==> src/rtl/sd_sector_arbiter.sv <==
// rtl/sd_sector_arbiter.sv - round-robin owner of the single SD sector channel shared by NDRV drives
// One sector transfer at a time; LBA and op are frozen from grant until the FSM is back in IDLE.
module sd_sector_arbiter #(
   parameter int NDRV    = 2,
   parameter int TIMEOUT = 2**24
) (
   input  logic                 i_clk_sys,
   input  logic                 i_reset,
   input  logic [32*NDRV-1:0]   i_req_lba,
   input  logic [NDRV-1:0]      i_req_rd,
   input  logic [NDRV-1:0]      i_req_wr,
   input  logic [8*NDRV-1:0]    i_req_din,
   output logic [NDRV-1:0]      o_req_ack,
   output logic [NDRV-1:0]      o_req_done,
   output logic [NDRV-1:0]      o_req_err,
   output logic [NDRV-1:0]      o_req_dout_strobe,
   output logic [31:0]          o_sd_lba,
   output logic                 o_sd_rd,
   output logic                 o_sd_wr,
   input  logic                 i_sd_ack,
   input  logic                 i_sd_dout_strobe,
   output logic [7:0]           o_sd_din,
   output logic [1:0]           o_active
);

   localparam int CW = (TIMEOUT > 1) ? $clog2(TIMEOUT) : 1;

   typedef enum logic [1:0] {S_IDLE, S_REQ, S_XFER, S_WAIT_REL} state_t;

   state_t          r_state;
   logic [1:0]      r_rr;
   logic [1:0]      r_active;
   logic [CW-1:0]   r_count;
   logic [31:0]     r_sd_lba;
   logic            r_sd_rd;
   logic            r_sd_wr;
   logic [NDRV-1:0] r_req_ack;
   logic [NDRV-1:0] r_req_done;
   logic [NDRV-1:0] r_req_err;

   logic [NDRV-1:0] w_pending;
   logic            w_found;
   logic [1:0]      w_grant;
   logic [31:0]     w_grant_lba;
   logic            w_grant_rd;
   logic            w_own_pend;
   logic [NDRV-1:0] w_own_onehot;
   logic [1:0]      w_rr_next;

   assign w_pending = i_req_rd | i_req_wr;
   assign w_rr_next = (r_active == 2'(NDRV-1)) ? 2'd0 : r_active + 2'd1;

   // First pending requester at or after the round-robin pointer, wrapping to 0.
   always_comb begin
      w_found = 1'b0;
      w_grant = 2'd0;
      for (int k = 0; k < NDRV; k++) begin
         for (int j = 0; j < NDRV; j++) begin
            if (!w_found && w_pending[j] && (((int'(r_rr) + k) % NDRV) == j)) begin
               w_found = 1'b1;
               w_grant = 2'(j);
            end
         end
      end
   end

   always_comb begin
      w_grant_lba  = 32'd0;
      w_grant_rd   = 1'b0;
      w_own_pend   = 1'b0;
      w_own_onehot = '0;
      for (int j = 0; j < NDRV; j++) begin
         if (w_grant == 2'(j)) begin
            w_grant_lba = i_req_lba[32*j +: 32];
            w_grant_rd  = i_req_rd[j];
         end
         if (r_active == 2'(j)) begin
            w_own_pend      = w_pending[j];
            w_own_onehot[j] = 1'b1;
         end
      end
   end

   // Data path only follows the owner while the host is actually moving bytes.
   always_comb begin
      o_sd_din          = 8'd0;
      o_req_dout_strobe = '0;
      if (r_state == S_XFER) begin
         for (int j = 0; j < NDRV; j++) begin
            if (r_active == 2'(j)) begin
               o_sd_din             = i_req_din[8*j +: 8];
               o_req_dout_strobe[j] = i_sd_dout_strobe;
            end
         end
      end
   end

   always_ff @(posedge i_clk_sys) begin
      if (i_reset) begin
         r_state    <= S_IDLE;
         r_rr       <= 2'd0;
         r_active   <= 2'd0;
         r_count    <= '0;
         r_sd_lba   <= 32'd0;
         r_sd_rd    <= 1'b0;
         r_sd_wr    <= 1'b0;
         r_req_ack  <= '0;
         r_req_done <= '0;
         r_req_err  <= '0;
      end else begin
         r_req_done <= '0;
         r_req_err  <= '0;
         case (r_state)
            S_IDLE: begin
               if (w_found) begin
                  r_active <= w_grant;
                  r_sd_lba <= w_grant_lba;
                  r_sd_rd  <= w_grant_rd;
                  r_sd_wr  <= !w_grant_rd;
                  r_count  <= '0;
                  r_state  <= S_REQ;
               end
            end
            S_REQ: begin
               r_count <= r_count + 1'b1;
               if (i_sd_ack) begin
                  r_sd_rd   <= 1'b0;
                  r_sd_wr   <= 1'b0;
                  r_req_ack <= w_own_onehot;
                  r_state   <= S_XFER;
               end else if (!w_own_pend) begin
                  r_sd_rd <= 1'b0;
                  r_sd_wr <= 1'b0;
                  r_state <= S_WAIT_REL;
               end else if (r_count == CW'(TIMEOUT-1)) begin
                  r_sd_rd   <= 1'b0;
                  r_sd_wr   <= 1'b0;
                  r_req_err <= w_own_onehot;
                  r_rr      <= w_rr_next;
                  r_state   <= S_WAIT_REL;
               end
            end
            S_XFER: begin
               if (!i_sd_ack) begin
                  r_req_ack  <= '0;
                  r_req_done <= w_own_onehot;
                  r_rr       <= w_rr_next;
                  r_state    <= S_WAIT_REL;
               end
            end
            S_WAIT_REL: r_state <= S_IDLE;
            default:    r_state <= S_IDLE;
         endcase
      end
   end

   assign o_req_ack  = r_req_ack;
   assign o_req_done = r_req_done;
   assign o_req_err  = r_req_err;
   assign o_sd_lba   = r_sd_lba;
   assign o_sd_rd    = r_sd_rd;
   assign o_sd_wr    = r_sd_wr;
   assign o_active   = r_active;

endmodule

==> config.mk <==
export PLATFORM = sky130hd
export DESIGN_NAME = sd_sector_arbiter
export DESIGN_NICKNAME = d
export VERILOG_FILES = /design/src/rtl/sd_sector_arbiter.sv
export SDC_FILE = /design/constraint.sdc
export NUM_CORES = 1
export LEC_CHECK = 0
export BUFFER_PORTS_ARGS = -buffer_cell sky130_fd_sc_hd__buf_2
export CAP_MARGIN = 20
export CORE_ASPECT_RATIO = 2
export CORE_MARGIN = 2
export CORE_UTILIZATION = 40
export DETAILED_ROUTE_END_ITERATION = 8
export PLACE_DENSITY = 0.73
export SLEW_MARGIN = 20
export SYNTH_ARGS = -nofsm -noshare
export SYNTH_HDL_FRONTEND = slang
export SYNTH_SLANG_ARGS = --single-unit
==> constraint.sdc <==
create_clock -name i_clk_sys -period 2.7 [get_ports i_clk_sys]
set_input_delay 0.54 -clock i_clk_sys [delete_from_list [all_inputs] [get_ports i_clk_sys]]
set_output_delay 0.54 -clock i_clk_sys [all_outputs]
set_load 0.05 [all_outputs]
After elaboration in Yosys (flattened, before gate mapping)
Cells that the tools add are included.
Widths: inputs -> output; s select.
{"block": "classes", "mux": 45, "reduce_logical": 26, "n_eq_ne": 14, "n_addsub": 3, "div": 0, "order_cmp": 0, "n_bitwise": 6, "n_shift": 0, "n_mul": 0}
{"op": "$logic_not 32->1", "n": 2}
{"op": "$mux 32", "n": 2}
{"op": "$pmux 24 s2", "n": 1}
{"op": "$add 24x1->24 const B", "n": 1}
{"op": "$eq 24x24->1 const B", "n": 1}
{"op": "$mux 24", "n": 1}
{"op": "$mux 8", "n": 3}
{"op": "$mux 1", "n": 23}
{"op": "$mux 2", "n": 10}
{"op": "$ne 2x2->1 const B", "n": 6}
{"op": "$reduce_and 3->1", "n": 3}
{"op": "$pmux 2 s4", "n": 1}
{"op": "$logic_and 1x1->1", "n": 7}
{"op": "$eq 2x1->1 const B", "n": 3}
{"op": "$eq 2x2->1 const B", "n": 3}
{"op": "$logic_not 2->1", "n": 3}
{"op": "$pmux 1 s2", "n": 3}
{"op": "$reduce_and 5->1", "n": 1}
{"op": "$reduce_or 5->1", "n": 1}
{"op": "$logic_not 1->1", "n": 4}
{"op": "$ne 4x4->1 const B", "n": 1}
{"op": "$not 1->1", "n": 4}
{"op": "$pmux 2 s2", "n": 1}
{"op": "$reduce_and 2->1", "n": 2}
{"op": "other kinds (5)", "n": 7}
{"block": "totals", "in_bits": 88, "n_memories": 0, "reg_bits": 69, "out_inout_bits": 52, "rom_bits": 0, "wordCells": 104, "latch_bits": 0, "mem_bits_rw": 0}

Depth between registers and ports, before layout
{"block": "depth", "ltp_word": 21, "depth_mapped": 9, "depth_no_buf": 7}

Worst setup path before layout
Ideal clock, no wire load.
{"block": "synth_path", "path_kind": "register to output", "from": "register r_active[0], in the netlist o_active[0]", "to": "output port o_sd_din[5]", "t_required_ps": 2160, "setup_slack_ps": 286, "arrival_time_ps": 1874, "path_stages_with_launch": 5, "n_path_buf": 2, "path_cell_list": "dfxtp_1 > clkbuf_1 > clkbuf_1 > mux2i_1 > nor2b_1"}
{"block": "synth_between", "elab_chain_len": 4, "word_cells_on_any_way": 5, "cone_classes": "eq/ne: 1; mux: 3; reduce/logical: 1"}
{"item": "from (decl)", "line": "32", "source": "logic [1:0] r_active;"}
{"item": "from (signal assigned)", "line": "116", "source": "r_active <= w_grant;"}
{"item": "$logic_not 2->1", "line": "90", "source": "if (r_active == 2'(j)) begin"}
{"item": "$mux 8", "line": "90"}
{"item": "$mux 8 *", "line": "90"}
{"item": "$mux 8 *", "line": "88", "source": "if (r_state == S_XFER) begin"}
{"item": "to (decl)", "line": "22", "source": "output logic [7:0] o_sd_din,"}
Every way passes the cells marked *; elsewhere a longest branch is shown, timed or not.

Worst setup path in the final report
{"block": "layout_path", "from": "register r_state[1]", "to": "register r_state[0]"}
{"block": "layout_between", "elab_chain_len": 3, "word_cells_on_any_way": 9, "cone_classes": "eq/ne: 6; mux: 1; reduce/logical: 2"}
{"item": "from (decl)", "line": "30", "source": "state_t r_state;"}
{"item": "from (signal assigned)", "line": "100", "source": "r_state <= S_IDLE;"}
{"item": "from (signal assigned)", "line": "121", "source": "r_state <= S_REQ;"}
{"item": "from (signal assigned)", "line": "130", "source": "r_state <= S_XFER;"}
{"item": "$eq 2x1->1, or another cell as far along", "line": "113", "source": "case (r_state)"}
{"item": "$ne 4x4->1 (no line) / $ne 2x2->1 (equally long branches)"}
{"item": "$reduce_and 3->1 (no line)"}
Parallel ways exist; a longest one is shown, timed or not.
A chain may end at the register's enable or synchronous reset.

==> results_dict.tcl <==
set metrics [dict create \
    design.core.area_um2 8290 \
    p_per_area_nw_per_um2 1040 \
    initial_core_util 0.414 \
    crit_fanout 9 \
    rows 47 \
    end_kind "register" \
    reg2reg_from "r_state[1]" \
    hp-class "reg -> reg" \
    ctsResizeCount 0 \
    leakage_nw 2.15 \
    finalWeightedCongestion 0.888 \
    critPathKind "reg -> reg" \
    drt-total-wl_um 9230 \
    dpl_cell_area_um2 4190 \
    min_to "r_count[23]" \
    vias_per_cell 5.48 \
    post_cts_buffers 0 \
    fin_crit_ns 2.46 \
    crit_required_ns 2.89 \
    max-cap-violations 0 \
    vias 3411 \
    final.period_utilization 0.910 \
    die-width_um 69.5 \
    setup-tns-final_ns 0 \
    gr-total-overflow 0 \
    syn_inst 390 \
    ys_types 49 \
    rr_worst_depth 7 \
    slew-limit-headroom 0.523 \
    drt_iter0_drc 159 \
    yosys_warnings 0 \
    finalHoldViolations 0 \
    synthFlopType "dfxtp_1" \
    die-area_um2 9380 \
    diodes 0 \
    min_from "r_count[23]" \
    startpoint_type "register" \
    worst_slack_ns 0.242 \
    peakVddDrop_mv 0.605 \
    design_area_um2 4480 \
    ant_nets 0 \
    grt_max_degree 66 \
    hold_ws_ns 0.482 \
    dieHeight_um 135 \
    antenna_found_initial 0 \
    path_clk_slew_ns 0.05 \
    dp_slack_ns 0.307 \
    final-setup-viol-count 0 \
    hold_buffers 0 \
    outcome "completed" \
    ys_seq_area_frac 0.397 \
    syn_area_um2 3430 \
    post-route-drc-count 0 \
    worst_ep_arrival_time_ns 2.65 \
    clk_latency_ns 0.33 \
    nets 614 \
    final_layout_size_suffix_gt1_frac 0.330 \
    tightest_slew_ns 0.698 \
    fmax_mhz 407 \
    power_mw 4.64 \
    cts_tree "built" \
    h-tree-depth 3 \
    hpwl_um 7030 \
    grt_pass1_vias 3383 \
    cts_buffers 9 \
    ys_ff_latch 68 \
    rsz0062_at_grt "no" \
    syn_nets 483 \
    dr.pass1.iters 4 \
    ios 140 \
    fin_skew_ns 0.00559 \
    cts_max_path_buffers 2 \
    fin_util 0.540 \
    syn2layout_area_growth_pct 30.5 \
    grt.total_usage 0.198 \
    root_buffer "clkbuf_16" \
    dp.cells 608 \
    layoutNonFillerInstCount 623 \
    portBuffers 138 \
    synth_edf_count 0 \
    whs_path_depth 1 \
    synth.avg_cell_area_um2 8.80 \
    grt_pass1_wl_um 15100 \
    clock-sinks 68 \
    r2r-end "r_state[0]" \
    async_flop_share 0 \
    drv_slew 0 \
    nFillCells 744 \
    routedWlPerCell_um 14.8 \
    regToRegSetupSlack_ns 0.24 \
]
-- placed cells by master (no fill, tap or decap), types with 10 or more instances in the layout --
cell	instances
dfxtp_1	68
xor2_1	11
buf_2	138
mux2i_1	42
buf_4	10
a211oi_1	35
o21ai_0	15
a21oi_1	20
nand3_1	16
nor2_1	66
-- cell families (layout without fill, tap and decap cells) --
logic type	Yosys count	in the layout	share of synthesized area
AO/OA/AOI/OAI	90	90	0.176
XOR/XNOR	14	14	0.0357
adder cells (fa/ha/maj)	5	5	0.0182
buffers and inverters	35	170	0.0492
flip-flops	68	68	0.397
multiplexers	42	42	0.123
other	1	1	0.00109
AND/OR/NAND/NOR	135	135	0.200
-- cell type report --
class | instances | area, um2 | area share
multi-input cells | 287 | 1920 | 0.428
flip-flops and latches | 68 | 1360 | 0.304
repair buffers | 148 | 766 | 0.171
clock buffers | 10 | 229 | 0.0511
well taps | 98 | 123 | 0.0274
clock inverters | 5 | 53.8 | 0.0120
inverters | 7 | 28.8 | 0.00643
-- synth_stat cells, types with 3 or more instances --
| library cell | count | area share |
|---|---|---|
| dfxtp_1 | 68 | 0.40 |
| nor2_1 | 67 | 0.073 |
| mux2i_1 | 42 | 0.12 |
| a211oi_1 | 35 | 0.077 |
| a21oi_1 | 20 | 0.029 |
| clkbuf_1 | 17 | 0.019 |
| nand3_1 | 16 | 0.023 |
| o21ai_0 | 15 | 0.022 |
| xor2_1 | 11 | 0.028 |
| nand2_1 | 9 | 0.0098 |
| nand4_1 | 9 | 0.016 |
| nor2b_1 | 8 | 0.015 |
| inv_1 | 6 | 0.0066 |
| nor3_1 | 6 | 0.0088 |
| ha_1 | 5 | 0.018 |
| buf_2 | 4 | 0.0058 |
| o31ai_1 | 4 | 0.0088 |
| and3_1 | 3 | 0.0055 |
| buf_6 | 3 | 0.0098 |
| or3_1 | 3 | 0.0055 |
| xnor2_1 | 3 | 0.0077 |
-- how the worst max path moves through the flow --
stage                     start           to  slack, ns  cells past startpoint
floorplan           o_active[0]  o_sd_din[5]       0.29                      4
global placement     r_state[1]   r_state[1]       0.48                      7
detailed placement   r_state[1]      o_sd_wr       0.31                      7
CTS                  r_state[1]      o_sd_wr       0.28                      7
global route         r_state[1]      o_sd_wr       0.12                      7
finish               r_state[1]   r_state[0]       0.24                      7
-- power by group --
group	leakage [nW]	switching [mW]	internal (mW)
sequential	0.558	0.118	1.23
combinational	1.45	1.59	0.590
clock	0.142	0.416	0.705
-- registers in the layout, summed over array words and instances, names as in the netlist --
| register | count |
|---|---|
| o_active | 1 |
| o_req_ack | 2 |
| o_req_done | 2 |
| o_req_err | 2 |
| o_sd_lba | 32 |
| o_sd_rd | 1 |
| o_sd_wr | 1 |
| r_count | 24 |
| r_rr | 1 |
| r_state | 2 |
-- worst max-delay path, cell delays in order, from the launching register on --
cell and delay (ns):
dfxtp_1 0.33, inv_1 0.12, ha_1 0.37, inv_4 0.10, a2111oi_0 0.63, a21boi_0 0.51, or3_1 0.19, a21oi_1 0.06
-- metal layers --
metal / GRT usage / vias to the layer above / wire length, um
li1: - / 1673 / -
met1: 0.191 / 1560 / 3250
met2: 0.373 / 150 / 5090
met3: 0.0418 / 28 / 538
met4: 0.123 / 0 / 348
met5: 0 / - / 0
No activity file was read; power rests on OpenSTA's default activity.
